File: src/rtl/bus_launch_ctrl_if.sv
// Handshake and launch-bus signals between local source logic and bus_launch_ctrl.
interface bus_launch_ctrl_if #(
  parameter int unsigned BUS_WIDTH = 4,
  parameter int unsigned DEPTH     = 4
);
  logic [BUS_WIDTH-1:0]     in_data;
  logic                     in_valid;
  logic                     in_ready;
  logic [BUS_WIDTH-1:0]     src_bus_out;
  logic                     src_bus_enable;
  logic                     busy;
  logic [$clog2(DEPTH):0]   fifo_count;

  modport slave (
    input  in_data, in_valid,
    output in_ready, src_bus_out, src_bus_enable, busy, fifo_count
  );

  modport master (
    output in_data, in_valid,
    input  in_ready, src_bus_out, src_bus_enable, busy, fifo_count
  );
endinterface

File: src/rtl/bus_launch_ctrl.sv
// Buffers words and launches each onto a registered bus with a held enable level,
// giving a destination-domain synchronizer a stable data/enable window per word.
module bus_launch_ctrl #(
  parameter int unsigned BUS_WIDTH   = 4,
  parameter int unsigned DEPTH       = 4,
  parameter int unsigned HOLD_CYCLES = 3,
  parameter int unsigned GAP_CYCLES  = 3
) (
  input  logic             CLK,
  input  logic             RST,
  bus_launch_ctrl_if.slave bus
);

  localparam int unsigned PtrW    = $clog2(DEPTH);
  localparam int unsigned CntW    = $clog2(DEPTH) + 1;
  localparam int unsigned MaxTime = (HOLD_CYCLES > GAP_CYCLES) ? HOLD_CYCLES : GAP_CYCLES;
  localparam int unsigned TmrW    = $clog2(MaxTime + 1);

  localparam logic [CntW-1:0] CountFull = CntW'(DEPTH);
  localparam logic [TmrW-1:0] HoldLast  = TmrW'(HOLD_CYCLES - 1);
  localparam logic [TmrW-1:0] GapLast   = TmrW'(GAP_CYCLES - 1);

  typedef enum logic [1:0] {StIdle, StSetup, StAssert, StGap} state_e;

  state_e                state_q, state_d;
  logic [BUS_WIDTH-1:0]  mem_q [DEPTH];
  logic [BUS_WIDTH-1:0]  mem_d [DEPTH];
  logic [PtrW-1:0]       wr_ptr_q, wr_ptr_d;
  logic [PtrW-1:0]       rd_ptr_q, rd_ptr_d;
  logic [CntW-1:0]       count_q, count_d;
  logic [TmrW-1:0]       tmr_q, tmr_d;
  logic [BUS_WIDTH-1:0]  out_q, out_d;
  logic                  en_q, en_d;
  logic                  in_ready;
  logic                  busy;
  logic                  push;
  logic                  pop;

  // State register
  always_ff @(posedge CLK) begin
    if (!RST) begin
      state_q <= StIdle;
      tmr_q   <= '0;
    end else begin
      state_q <= state_d;
      tmr_q   <= tmr_d;
    end
  end

  // Next-state logic
  always_comb begin
    state_d = state_q;
    tmr_d   = tmr_q;
    unique case (state_q)
      StIdle: begin
        if (pop) state_d = StSetup;
      end
      StSetup: begin
        state_d = StAssert;
        tmr_d   = '0;
      end
      StAssert: begin
        if (tmr_q == HoldLast) begin
          state_d = StGap;
          tmr_d   = '0;
        end else begin
          tmr_d = tmr_q + TmrW'(1);
        end
      end
      StGap: begin
        if (tmr_q == GapLast) begin
          state_d = StIdle;
          tmr_d   = '0;
        end else begin
          tmr_d = tmr_q + TmrW'(1);
        end
      end
      default: state_d = StIdle;
    endcase
  end

  // Output logic; in_ready deliberately ignores a same-cycle pop
  always_comb begin
    in_ready = RST && (count_q != CountFull);
    busy     = (state_q != StIdle) || (count_q != '0);
    push     = bus.in_valid && in_ready;
    pop      = (state_q == StIdle) && (count_q != '0);
    // Enable is registered from the next state so it is high exactly while in StAssert
    en_d     = (state_d == StAssert);
  end

  // Buffer and launch-register next state
  always_comb begin
    mem_d    = mem_q;
    wr_ptr_d = wr_ptr_q;
    rd_ptr_d = rd_ptr_q;
    count_d  = count_q;
    out_d    = out_q;
    if (push) begin
      mem_d[wr_ptr_q] = bus.in_data;
      wr_ptr_d        = wr_ptr_q + PtrW'(1);
    end
    if (pop) begin
      out_d    = mem_q[rd_ptr_q];
      rd_ptr_d = rd_ptr_q + PtrW'(1);
    end
    if (push && !pop) begin
      count_d = count_q + CntW'(1);
    end else if (pop && !push) begin
      count_d = count_q - CntW'(1);
    end
  end

  always_ff @(posedge CLK) begin
    if (!RST) begin
      wr_ptr_q <= '0;
      rd_ptr_q <= '0;
      count_q  <= '0;
      out_q    <= '0;
      en_q     <= 1'b0;
    end else begin
      wr_ptr_q <= wr_ptr_d;
      rd_ptr_q <= rd_ptr_d;
      count_q  <= count_d;
      out_q    <= out_d;
      en_q     <= en_d;
    end
  end

  // Storage needs no reset: the count and pointers gate every read
  always_ff @(posedge CLK) begin
    mem_q <= mem_d;
  end

  assign bus.in_ready       = in_ready;
  assign bus.busy           = busy;
  assign bus.src_bus_out    = out_q;
  assign bus.src_bus_enable = en_q;
  assign bus.fifo_count     = count_q;

endmodule

File: src/flat_wrapper.sv
// flat-port wrapper written by rule: the top's interface ports become plain ports
module bus_launch_ctrl_flat 
#(
  parameter int unsigned BUS_WIDTH   = 4,
  parameter int unsigned DEPTH       = 4,
  parameter int unsigned HOLD_CYCLES = 3,
  parameter int unsigned GAP_CYCLES  = 3
)
  (CLK, RST, bus_in_data, bus_in_valid, bus_in_ready, bus_src_bus_out, bus_src_bus_enable, bus_busy, bus_fifo_count);
  bus_launch_ctrl_if #(.BUS_WIDTH(BUS_WIDTH), .DEPTH(DEPTH)) bus_i ();
  input  logic CLK;
  input  logic RST;
  input wire logic [$bits(bus_i.in_data)-1:0] bus_in_data;
  input wire logic [$bits(bus_i.in_valid)-1:0] bus_in_valid;
  output wire logic [$bits(bus_i.in_ready)-1:0] bus_in_ready;
  output wire logic [$bits(bus_i.src_bus_out)-1:0] bus_src_bus_out;
  output wire logic [$bits(bus_i.src_bus_enable)-1:0] bus_src_bus_enable;
  output wire logic [$bits(bus_i.busy)-1:0] bus_busy;
  output wire logic [$bits(bus_i.fifo_count)-1:0] bus_fifo_count;
  assign bus_i.in_data = bus_in_data;
  assign bus_i.in_valid = bus_in_valid;
  assign bus_in_ready = bus_i.in_ready;
  assign bus_src_bus_out = bus_i.src_bus_out;
  assign bus_src_bus_enable = bus_i.src_bus_enable;
  assign bus_busy = bus_i.busy;
  assign bus_fifo_count = bus_i.fifo_count;
  bus_launch_ctrl #(.BUS_WIDTH(BUS_WIDTH), .DEPTH(DEPTH), .HOLD_CYCLES(HOLD_CYCLES), .GAP_CYCLES(GAP_CYCLES)) u_core (.CLK(CLK), .RST(RST), .bus(bus_i));
endmodule
File: config.mk
export PLATFORM = sky130hd
export DESIGN_NAME = bus_launch_ctrl_flat
export DESIGN_NICKNAME = d
export VERILOG_FILES = /design/src/rtl/bus_launch_ctrl_if.sv /design/src/rtl/bus_launch_ctrl.sv /design/src/flat_wrapper.sv
export SDC_FILE = /design/constraint.sdc
export NUM_CORES = 1
export LEC_CHECK = 0
export CAP_MARGIN = 20
export CORE_MARGIN = 8
export CORE_UTILIZATION = 57
export CTS_BUF_LIST = sky130_fd_sc_hd__clkbuf_4 sky130_fd_sc_hd__clkbuf_8
export DETAILED_ROUTE_END_ITERATION = 16
export GPL_TIMING_DRIVEN = 0
export PLACE_DENSITY = 0.88
export SLEW_MARGIN = 25
export SYNTH_ARGS = -nofsm -noshare
export SYNTH_HDL_FRONTEND = slang
export SYNTH_SLANG_ARGS = --single-unit
export TNS_END_PERCENT = 100
File: constraint.sdc
create_clock -name CLK -period 3 [get_ports CLK]
set_input_delay 0.75 -clock CLK [delete_from_list [all_inputs] [get_ports CLK]]
set_output_delay 0.75 -clock CLK [all_outputs]
set_load 0.01 [all_outputs]
==> reports/summary.txt <==
Syn. warnings = 0
CTS resizes = 0
Slew Viols, Final = 0
# DRC = 0
Fraction of layout instances using a drive strength above 1 = 15.9%
Tmin final = 2.53 ns
Mapped Area = 0.00140 mm^2
Relative slew slack = 77.5%
Area of the core = 0.00241 mm^2
Worst path max stage delay = 0.53 ns
Max FO, Critical Path = 10
Placed cell area = 0.00159 mm^2
Worst vdd ir = 0.743 mV
Setup Buffers After CTS = 0
Final period util = 84.4%
Die ar. = 0.00430 mm^2
Ys async rst share = 0%
Placed cells = 148
Starting Density = 58.2%
CP endpoint kind = primary output
PwrDens = 867 mW/mm^2
Final core occ = 68.3%
First-pass GRT wire length = 3860 um
CP Data Required Time = 2.25 ns
Clock network fraction of total power = 16.6%
CTS Buffer Depth = 2
Pin count of the biggest net entering global routing = 11
Worst slew pin tran = 0.337 ns
Post-Synthesis Cells = 103
Worst-path clk slew = 0.09 ns
Via-to-Cell Ratio = 5.15
Chip Height = 65.6 um
Leakage power = 0.596 nW
Num CTS Buffers = 5
Worst Skew = 0.00741 ns
Root Driver = clkbuf_4
Skew-Pair Late Insertion Delay = 0.31 ns
Post-route cell area = 0.00165 mm^2
# Max-Cap Violations = 0
Synthesized area per cell = 13.6 um^2
Area added between synthesis and finish = 17.4%
Net Switching = 0.459 mW
CP arrival = 1.78 ns
FP Rows = 18
RSZ-0062 raised after global routing = no
Antenna violations before repair = 0
Post-CTS Hold Buffers = 0
Max Freq = 395 MHz
Startpoint Class = input pin
WS Path Type = in2out
Post-DP HPWL = 1760 um
Port Buffers = 15
Die width = 65.6 um
Final wirelength = 2300 um
Most used flip-flop cell after synthesis = edfxtp_1
Per-cell routed wire length = 14.7 um
Crit-path slowest cell = clkdlybuf4s50_1
Cell internal pwr = 0.969 mW
Setup TNS = 0 ns
Non-Filler Instances = 156
CP top delay family = buffers and inverters
Vias in the first global route = 832
Final Hold Fails = 0
Seq pwr share = 44.5%
Net Sw Frac = 32.1%
Syn nets = 116
Final Wtd Congestion = 0.680
Post-synth cell types = 33
Register area share after synthesis = 57.1%
Detail Route Antenna Nets = 0
I/O pin count = 17
Min-Delay Path Class = reg2reg
Ranking of synthesized cells by area = edfxtp_1 (34%), dfxtp_1 (23%), mux4_2 (6.4%)
Drt first pass iters = 6
Sink Count = 32
Most frequent cells after synthesis = dfxtp_1 (16), edfxtp_1 (16), nand2_1 (9), and2_1 (7)
CTS tree = yes
Status = completed
Yosys top cell area share = 34.3%
Vias = 803
CP Cell Sequence = buf_6, clkbuf_2, o31a_2, clkdlybuf4s50_1
Synthesized flop and latch total = 32
Final Setup Violations = 0
EDFF count, synth = 16
Iteration-0 DRC Markers = 36
Comb power frac = 38.9%
Total GRT Usage = 11.6%
Final net count = 138
Buf/Inv on CP = 3
Ant. Diodes = 0
Congestion Overflow GR = 0
H-tree levels = 2
Post-synth top area cell = edfxtp_1
Pwr Total = 1.43 mW
-- routing by layer --
| layer | track usage [%] | vias to the layer above | wire (um) |
|---|---|---|---|
| met5 | 0 | - | 0 |
| met1 | 11.8 | 381 | 918 |
| li1 | - | 407 | - |
| met3 | 4.42 | 2 | 91 |
| met4 | 2.45 | 0 | 12 |
| met2 | 21.9 | 13 | 1280 |
-- flip-flops by register name, summed over array words and instances (netlist names) --
register / flops
u_core.tmr_q: 2
u_core.bus.src_bus_out: 4
u_core.rd_ptr_q: 2
u_core.wr_ptr_q: 2
u_core.mem_q: 16
u_core.bus.src_bus_enable: 1
u_core.state_q: 2
u_core.bus.fifo_count: 3
-- tightest hold or removal path: cells and delay by family (launching register included) --
kind,cells,cell delay [ns]
flip-flops,1,0.32
AO/OA/AOI/OAI,1,0.06
AND/OR/NAND/NOR,1,0.05
-- layout make-up --
cell class	instances	area (um^2)
clock inverters	1	3.75
plain buffers	4	43.8
well taps	30	37.5
fillers	167	763
inverters	5	18.8
flip-flops and latches	32	801
repair buffers	15	150
clock buffers	7	52.6
multi-input cells	62	539
-- power by group through the flow --
stage | clock, mW | combinational [mW] | sequential, mW
detailed placement | 0 | 0.563 | 0.647
CTS | 0.243 | 0.566 | 0.637
global route | 0.264 | 0.614 | 0.651
floorplan | 0 | 0.359 | 0.651
global placement | 0 | 0.540 | 0.637
finish | 0.237 | 0.556 | 0.635
-- final timing paths --
check	startpoint	depth (start not counted)	endpoint	slack, ns
worst min register to register	u_core.bus.src_bus_out[0]$_SDFFE_PN0P_	2	u_core.bus.src_bus_out[0]$_SDFFE_PN0P_	0.48
worst max register to register	u_core.bus.fifo_count[0]$_SDFFE_PN0P_	9	u_core.bus.fifo_count[2]$_SDFFE_PN0P_	0.78
worst max-delay path	RST	4	bus_in_ready	0.47
worst min-delay path	u_core.bus.src_bus_out[0]$_SDFFE_PN0P_	2	u_core.bus.src_bus_out[0]$_SDFFE_PN0P_	0.48
-- placed cells by master (no fill, tap or decap), types with 3 or more instances in the layout --
cell type | netlist | routed
and2_1 | 7 | 7
nor2b_1 | 5 | 5
clkbuf_4 | 0 | 7
edfxtp_1 | 16 | 16
inv_1 | 5 | 5
ha_1 | 5 | 5
clkdlybuf4s50_1 | 0 | 15
xor2_1 | 3 | 3
o2bb2ai_1 | 4 | 4
dfxtp_1 | 16 | 16
nand2_1 | 9 | 9
mux4_2 | 4 | 4
-- cells by family after synthesis --
kind of cell | Yosys count | share of synthesized area (%)
xor gates and xnor gates | 5 | 3.12
buffers and inverters | 9 | 4.46
DFF | 32 | 57.1
muxes | 6 | 7.85
AOI/OAI and AO/OA | 15 | 8.74
and+or+nand+nor | 30 | 12.8
adders and majority gates | 6 | 5.89
-- stage by stage --
stage                     hold slack [ns]  worst slack (ns)
final                               0.477             0.467
after global routing                0.516             0.395
after CTS                           0.479             0.453
after detailed placement            0.465             0.226
after global placement              0.450             0.266
after floorplan                     0.458             0.687
No activity file was read; power rests on OpenSTA's default activity.
